--- src/rtl/method_if_pkg.sv ---
// method_if_pkg: shared definitions for method-call responder blocks
//   state_t         : responder FSM encoding (3 bits, S_IDLE..S_DONE)
//   MAX_START_DELAY : largest supported start delay, sizes the delay counter
//   add_ovf()       : signed-overflow test from the sign bits of one add
package method_if_pkg;
    typedef enum logic [2:0] {
        S_IDLE  = 3'd0,
        S_LATCH = 3'd1,
        S_ADD1  = 3'd2,
        S_ADD2  = 3'd3,
        S_DONE  = 3'd4
    } state_t;
    localparam int MAX_START_DELAY = 15;
    function automatic logic add_ovf(input logic sa, input logic sb, input logic ss);
        return (sa == sb) && (ss != sa);
    endfunction
endpackage

--- src/rtl/method_req_edge.sv ---
// method_req_edge: rising-edge detector for a level method request
//   clk, reset : clock, asynchronous active-high reset
//   req        : level request from the caller
//   idle       : callee is ready to accept a call
//   start      : one-cycle pulse, request rose while idle
module method_req_edge (
    input  logic clk,
    input  logic reset,
    input  logic req,
    input  logic idle,
    output logic start
);
    logic req_d;
    // Held low through reset so a request already high at release counts as a new edge.
    always_ff @(posedge clk or posedge reset)
        if (reset) req_d <= 1'b0;
        else req_d <= req;
    assign start = req & ~req_d & idle;
endmodule

--- src/rtl/sum3_method_responder.sv ---
// sum3_method_responder: callee for sum(c1,c2,c3) with serial accumulation
//   clk, reset         : clock, asynchronous active-high reset
//   sum_c1..sum_c3     : signed arguments, latched at call start
//   sum_req            : level request, a rising edge starts one call
//   sum_busy           : high while a call is in progress
//   sum_return         : wrapped sum of the three arguments
//   sum_ovf, sum_zero  : signed overflow in either partial add, result is zero
module sum3_method_responder
    import method_if_pkg::*;
#(
    parameter int WIDTH       = 32,
    parameter int START_DELAY = 0
) (
    input  logic             clk,
    input  logic             reset,
    input  logic [WIDTH-1:0] sum_c1,
    input  logic [WIDTH-1:0] sum_c2,
    input  logic [WIDTH-1:0] sum_c3,
    input  logic             sum_req,
    output logic             sum_busy,
    output logic [WIDTH-1:0] sum_return,
    output logic             sum_ovf,
    output logic             sum_zero
);
    localparam int CW = $clog2(MAX_START_DELAY + 1);
    localparam logic [CW-1:0] LAST = CW'(START_DELAY - 1);
    state_t state;
    logic [WIDTH-1:0] a1, a2, a3, acc, op_a, op_b, sum;
    logic [CW-1:0] cnt;
    logic ovf, start, idle;
    assign idle = (state == S_IDLE);
    method_req_edge u_edge (
        .clk  (clk),
        .reset(reset),
        .req  (sum_req),
        .idle (idle),
        .start(start)
    );
    // One adder shared by both partial sums.
    always_comb begin
        op_a = (state == S_ADD1) ? a1 : acc;
        op_b = (state == S_ADD1) ? a2 : a3;
        sum  = op_a + op_b;
    end
    always_ff @(posedge clk or posedge reset)
        if (reset) begin
            state      <= S_IDLE;
            a1         <= '0;
            a2         <= '0;
            a3         <= '0;
            acc        <= '0;
            ovf        <= 1'b0;
            cnt        <= '0;
            sum_busy   <= 1'b0;
            sum_return <= '0;
            sum_ovf    <= 1'b0;
            sum_zero   <= 1'b1;
        end else begin
            case (state)
                S_IDLE: if (start) begin
                    a1       <= sum_c1;
                    a2       <= sum_c2;
                    a3       <= sum_c3;
                    acc      <= '0;
                    ovf      <= 1'b0;
                    cnt      <= '0;
                    sum_busy <= 1'b1;
                    // With no delay the latch state is skipped entirely.
                    state    <= (START_DELAY == 0) ? S_ADD1 : S_LATCH;
                end
                S_LATCH: if (cnt == LAST) state <= S_ADD1;
                         else cnt <= cnt + 1'b1;
                S_ADD1: begin
                    acc   <= sum;
                    ovf   <= ovf | add_ovf(op_a[WIDTH-1], op_b[WIDTH-1], sum[WIDTH-1]);
                    state <= S_ADD2;
                end
                S_ADD2: begin
                    acc   <= sum;
                    ovf   <= ovf | add_ovf(op_a[WIDTH-1], op_b[WIDTH-1], sum[WIDTH-1]);
                    state <= S_DONE;
                end
                S_DONE: begin
                    sum_return <= acc;
                    sum_zero   <= (acc == '0);
                    sum_ovf    <= ovf;
                    sum_busy   <= 1'b0;
                    state      <= S_IDLE;
                end
                default: state <= S_IDLE;
            endcase
        end
endmodule
--- config.mk ---
export PLATFORM = sky130hd
export DESIGN_NAME = sum3_method_responder
export DESIGN_NICKNAME = d
export VERILOG_FILES = /design/src/rtl/method_if_pkg.sv /design/src/rtl/method_req_edge.sv /design/src/rtl/sum3_method_responder.sv
export SDC_FILE = /design/constraint.sdc
export NUM_CORES = 1
export LEC_CHECK = 0
export CORE_MARGIN = 2
export CORE_UTILIZATION = 50
export DETAILED_ROUTE_END_ITERATION = 8
export GPL_ROUTABILITY_DRIVEN = 0
export GPL_TIMING_DRIVEN = 0
export PLACE_DENSITY = 0.76
export SYNTH_ARGS = -nofsm -noshare
export SYNTH_HDL_FRONTEND = slang
export SYNTH_SLANG_ARGS = --single-unit
--- constraint.sdc ---
create_clock -name clk -period 5.45 [get_ports clk]
set_input_delay 1.09 -clock clk [delete_from_list [all_inputs] [get_ports clk]]
set_output_delay 1.09 -clock clk [all_outputs]
set_load 0.1 [all_outputs]
==> summary.md <==
| Metric | Value |
|---|---|
| Run status | `finished clean` |
| Via Count | `7554` |
| CTS tree | `done` |
| Synthesis-to-finish area growth | `26.2%` |
| Fin Clk Skew | `0.00776 ns` |
| Nets | `1244` |
| Crit. End Element | `flop` |
| Remaining DRCs | `0` |
| Worst rel slew slack | `34.4%` |
| Critical Path Fanout Max | `10` |
| Critical path startpoint category | `flop` |
| Drt initial violations | `622` |
| Detailed placement HPWL | `17.2 mm` |
| Vias/cell | `5.58` |
| Max Root-Sink Buffers | `2` |
| I/O pin count | `134` |
| Critical path class | `reg -> reg` |
| Synth top area cells | `dfrtp_1 (48%), nand2_1 (14%), mux2_2 (12%)` |
| Clock sink count | `172` |
| Top-area cell type share of the netlist area | `47.6%` |
| Final hold violations | `0` |
| Clock-pin slew on the worst setup and hold paths | `0.06 ns` |
| Final period util | `93.5%` |
| Mapped cell area | `8980 um^2` |
| Die Wd | `138 um` |
| Layout fillers | `1435` |
| First-pass GRT wire length | `38.9 mm` |
| Worst Tran Pin Value | `0.981 ns` |
| Register bit total from synthesis | `172` |
| Synth warn | `0` |
| Antenna violations before repair | `0` |
| Placed cell areas | `10700 um^2` |
| Critical path arrival | `5.39 ns` |
| EDFF count, synth | `0` |
| Starting Density | `50.5%` |
| Ant. Diodes | `0` |
| Dominant synthesized flop cell | `dfrtp_1` |
| DR WL/cell | `17.5 um` |
| Share of post-route cells with drive strength above 1 | `13.3%` |
| Yosys cell types | `62` |
| Setup violators final | `0` |
| H-tree depth | `4` |
| CTS Hold Bufs | `0` |
| Number of global-route vias before repair | `7688` |
| Leading area contributor after synthesis | `dfrtp_1` |
| FMAX | `0.196 GHz` |
| Die Y | `138 um` |
| Avg Cell Area, Syn | `9.39 um^2` |
| Skew-Pair Late Insertion Delay | `0.43 ns` |
| Slew Limit Fails | `0` |
| Async set-or-reset flop fraction in the synthesized netlist | `100%` |
| Number of buffers created by CTS | `17` |
| Total wire length | `23.6 mm` |
| Post-layout min period | `5.10 ns` |
| HP Class | `reg -> reg` |
| CTS root buffer | `clkbuf_16` |
| Post-Syn Nets | `1088` |
| Antenna Nets Post-Route | `0` |
| RSZ-0062 raised after global routing | `false` |
| Fin area | `11300 um^2` |
| Synth cell count leaders | `nand2_1 (336), dfrtp_1 (171), mux2_2 (96), o21ai_0 (45), clkbuf_1 (43)` |
| Seq/Total Area, Yosys | `47.9%` |
| Post-Synthesis Cells | `956` |
| Core box area | `17800 um^2` |
| DR pass1 iterations | `5` |
| Site Rows | `49` |
| Largest net degree at the start of global routing | `42` |
| Max-cap violations | `0` |
| Most common cell in the netlist | `nand2_1` |
| Port Buf Inserts | `133` |
| Gr usage total | `25.3%` |
| Die area | `19100 um^2` |
| Worst endpoint required time | `5.74 ns` |
| Congestion Overflow GR | `0` |
==> logic make-up after synthesis <==
logic type      count (synthesis)  synth area share [%]
simple gates                  422                  19.3
flops                         172                  47.9
compound gates                147                  11.0
mux                            96                  12.0
buf+inv                        59                  2.51
fa+ha+maj                      33                  4.68
xor+xnor                       27                  2.63
==> area by class of cell <==
cell class,instances,area (um^2),share of cell area [%]
plain buffers,47,181,1.60
clock buffers,21,480,4.24
clock inverters,10,160,1.41
inverters,12,48.8,0.431
multi-input cells,725,4460,39.3
flip-flops and latches,172,4310,38.0
well taps,229,287,2.53
repair buffers,137,1410,12.5
==> stage by stage <==
step	utilization, %	std cells	setup TNS (ns)	setup slack, ns	hold slack (ns)
2_1_floorplan	-	956	0	1.40	0.440
3_3_place_gp	59.6	1318	-0.00670	-0.00670	0.452
3_5_place_dp	60.1	1322	-0.0390	-0.0390	0.457
4_1_cts	63.7	1353	0	0.211	0.472
5_1_grt	63.7	1353	0	0.0156	0.487
6_report	63.7	1353	0	0.352	0.470
==> routing by layer <==
metal / part of all wire [%] / vias up / global-route usage, % / wire length [um]
met5: 0 / - / 0 / 0
met4: 1.9 / 0 / 8.06 / 445
met3: 5.0 / 45 / 4.92 / 1190
met2: 49 / 247 / 42.2 / 11500
met1: 45 / 3679 / 33.5 / 10500
li1: - / 3583 / - / -
==> worst paths after layout <==
check / start / endpoint / slack [ns] / cells after the start
setup / recovery: state[2] / acc[24] / 0.35 / 16
hold / removal: a1[9] / a1[9] / 0.47 / 2
setup reg to reg: state[2] / acc[24] / 0.35 / 16
hold reg to reg: a1[9] / a1[9] / 0.47 / 2
max in group asynchronous: reset / acc[20] / 3.52 / 4
min in group asynchronous: reset / a3[1] / 1.06 / 2
==> registers in the layout, summed over array words and instances, names as in the netlist <==
name / flops
a1: 32
a2: 32
a3: 32
acc: 32
cnt: 4
ovf: 1
state: 3
sum_busy: 1
sum_ovf: 1
sum_return: 32
sum_zero: 1
u_edge.req_d: 1
==> repair_timing <==
action | CTS | global route
setup buffers | 0 | 0
endpoints found under the setup margin | 1 | 2
resized for setup | 1 | 3
==> worst max-delay path, cell delays in order, from the launching register on <==
cell and delay (ns):
dfrtp_1 0.36, clkbuf_1 0.18, nand2b_1 0.18, clkbuf_1 0.25, nor2_4 0.38, clkbuf_1 0.54
mux2_2 0.42, ha_1 0.25, fa_1 0.42, a21oi_1 0.27, or3_1 0.20, nand2_1 0.05
o21ai_0 0.47, o21ai_0 0.34, a311oi_1 0.40, xor2_1 0.17, o21ai_0 0.08
==> placed cells by master, fill, tap and decap left out, types with 8 or more instances in the layout <==
master,count
mux2_2,96
nor2_1,21
ha_1,32
clkbuf_16,17
a21o_1,15
nand2_1,336
clkbuf_1,42
dfrtp_1,171
a21oi_1,33
xnor2_1,11
clkdlybuf4s50_1,133
nor4_1,10
o21ai_0,45
xor2_1,16
nand3_1,15
inv_1,11
nand4_1,8
Power is not shown: default switching activity piles up to over one toggle a cycle in this logic, so the estimate is an artifact.
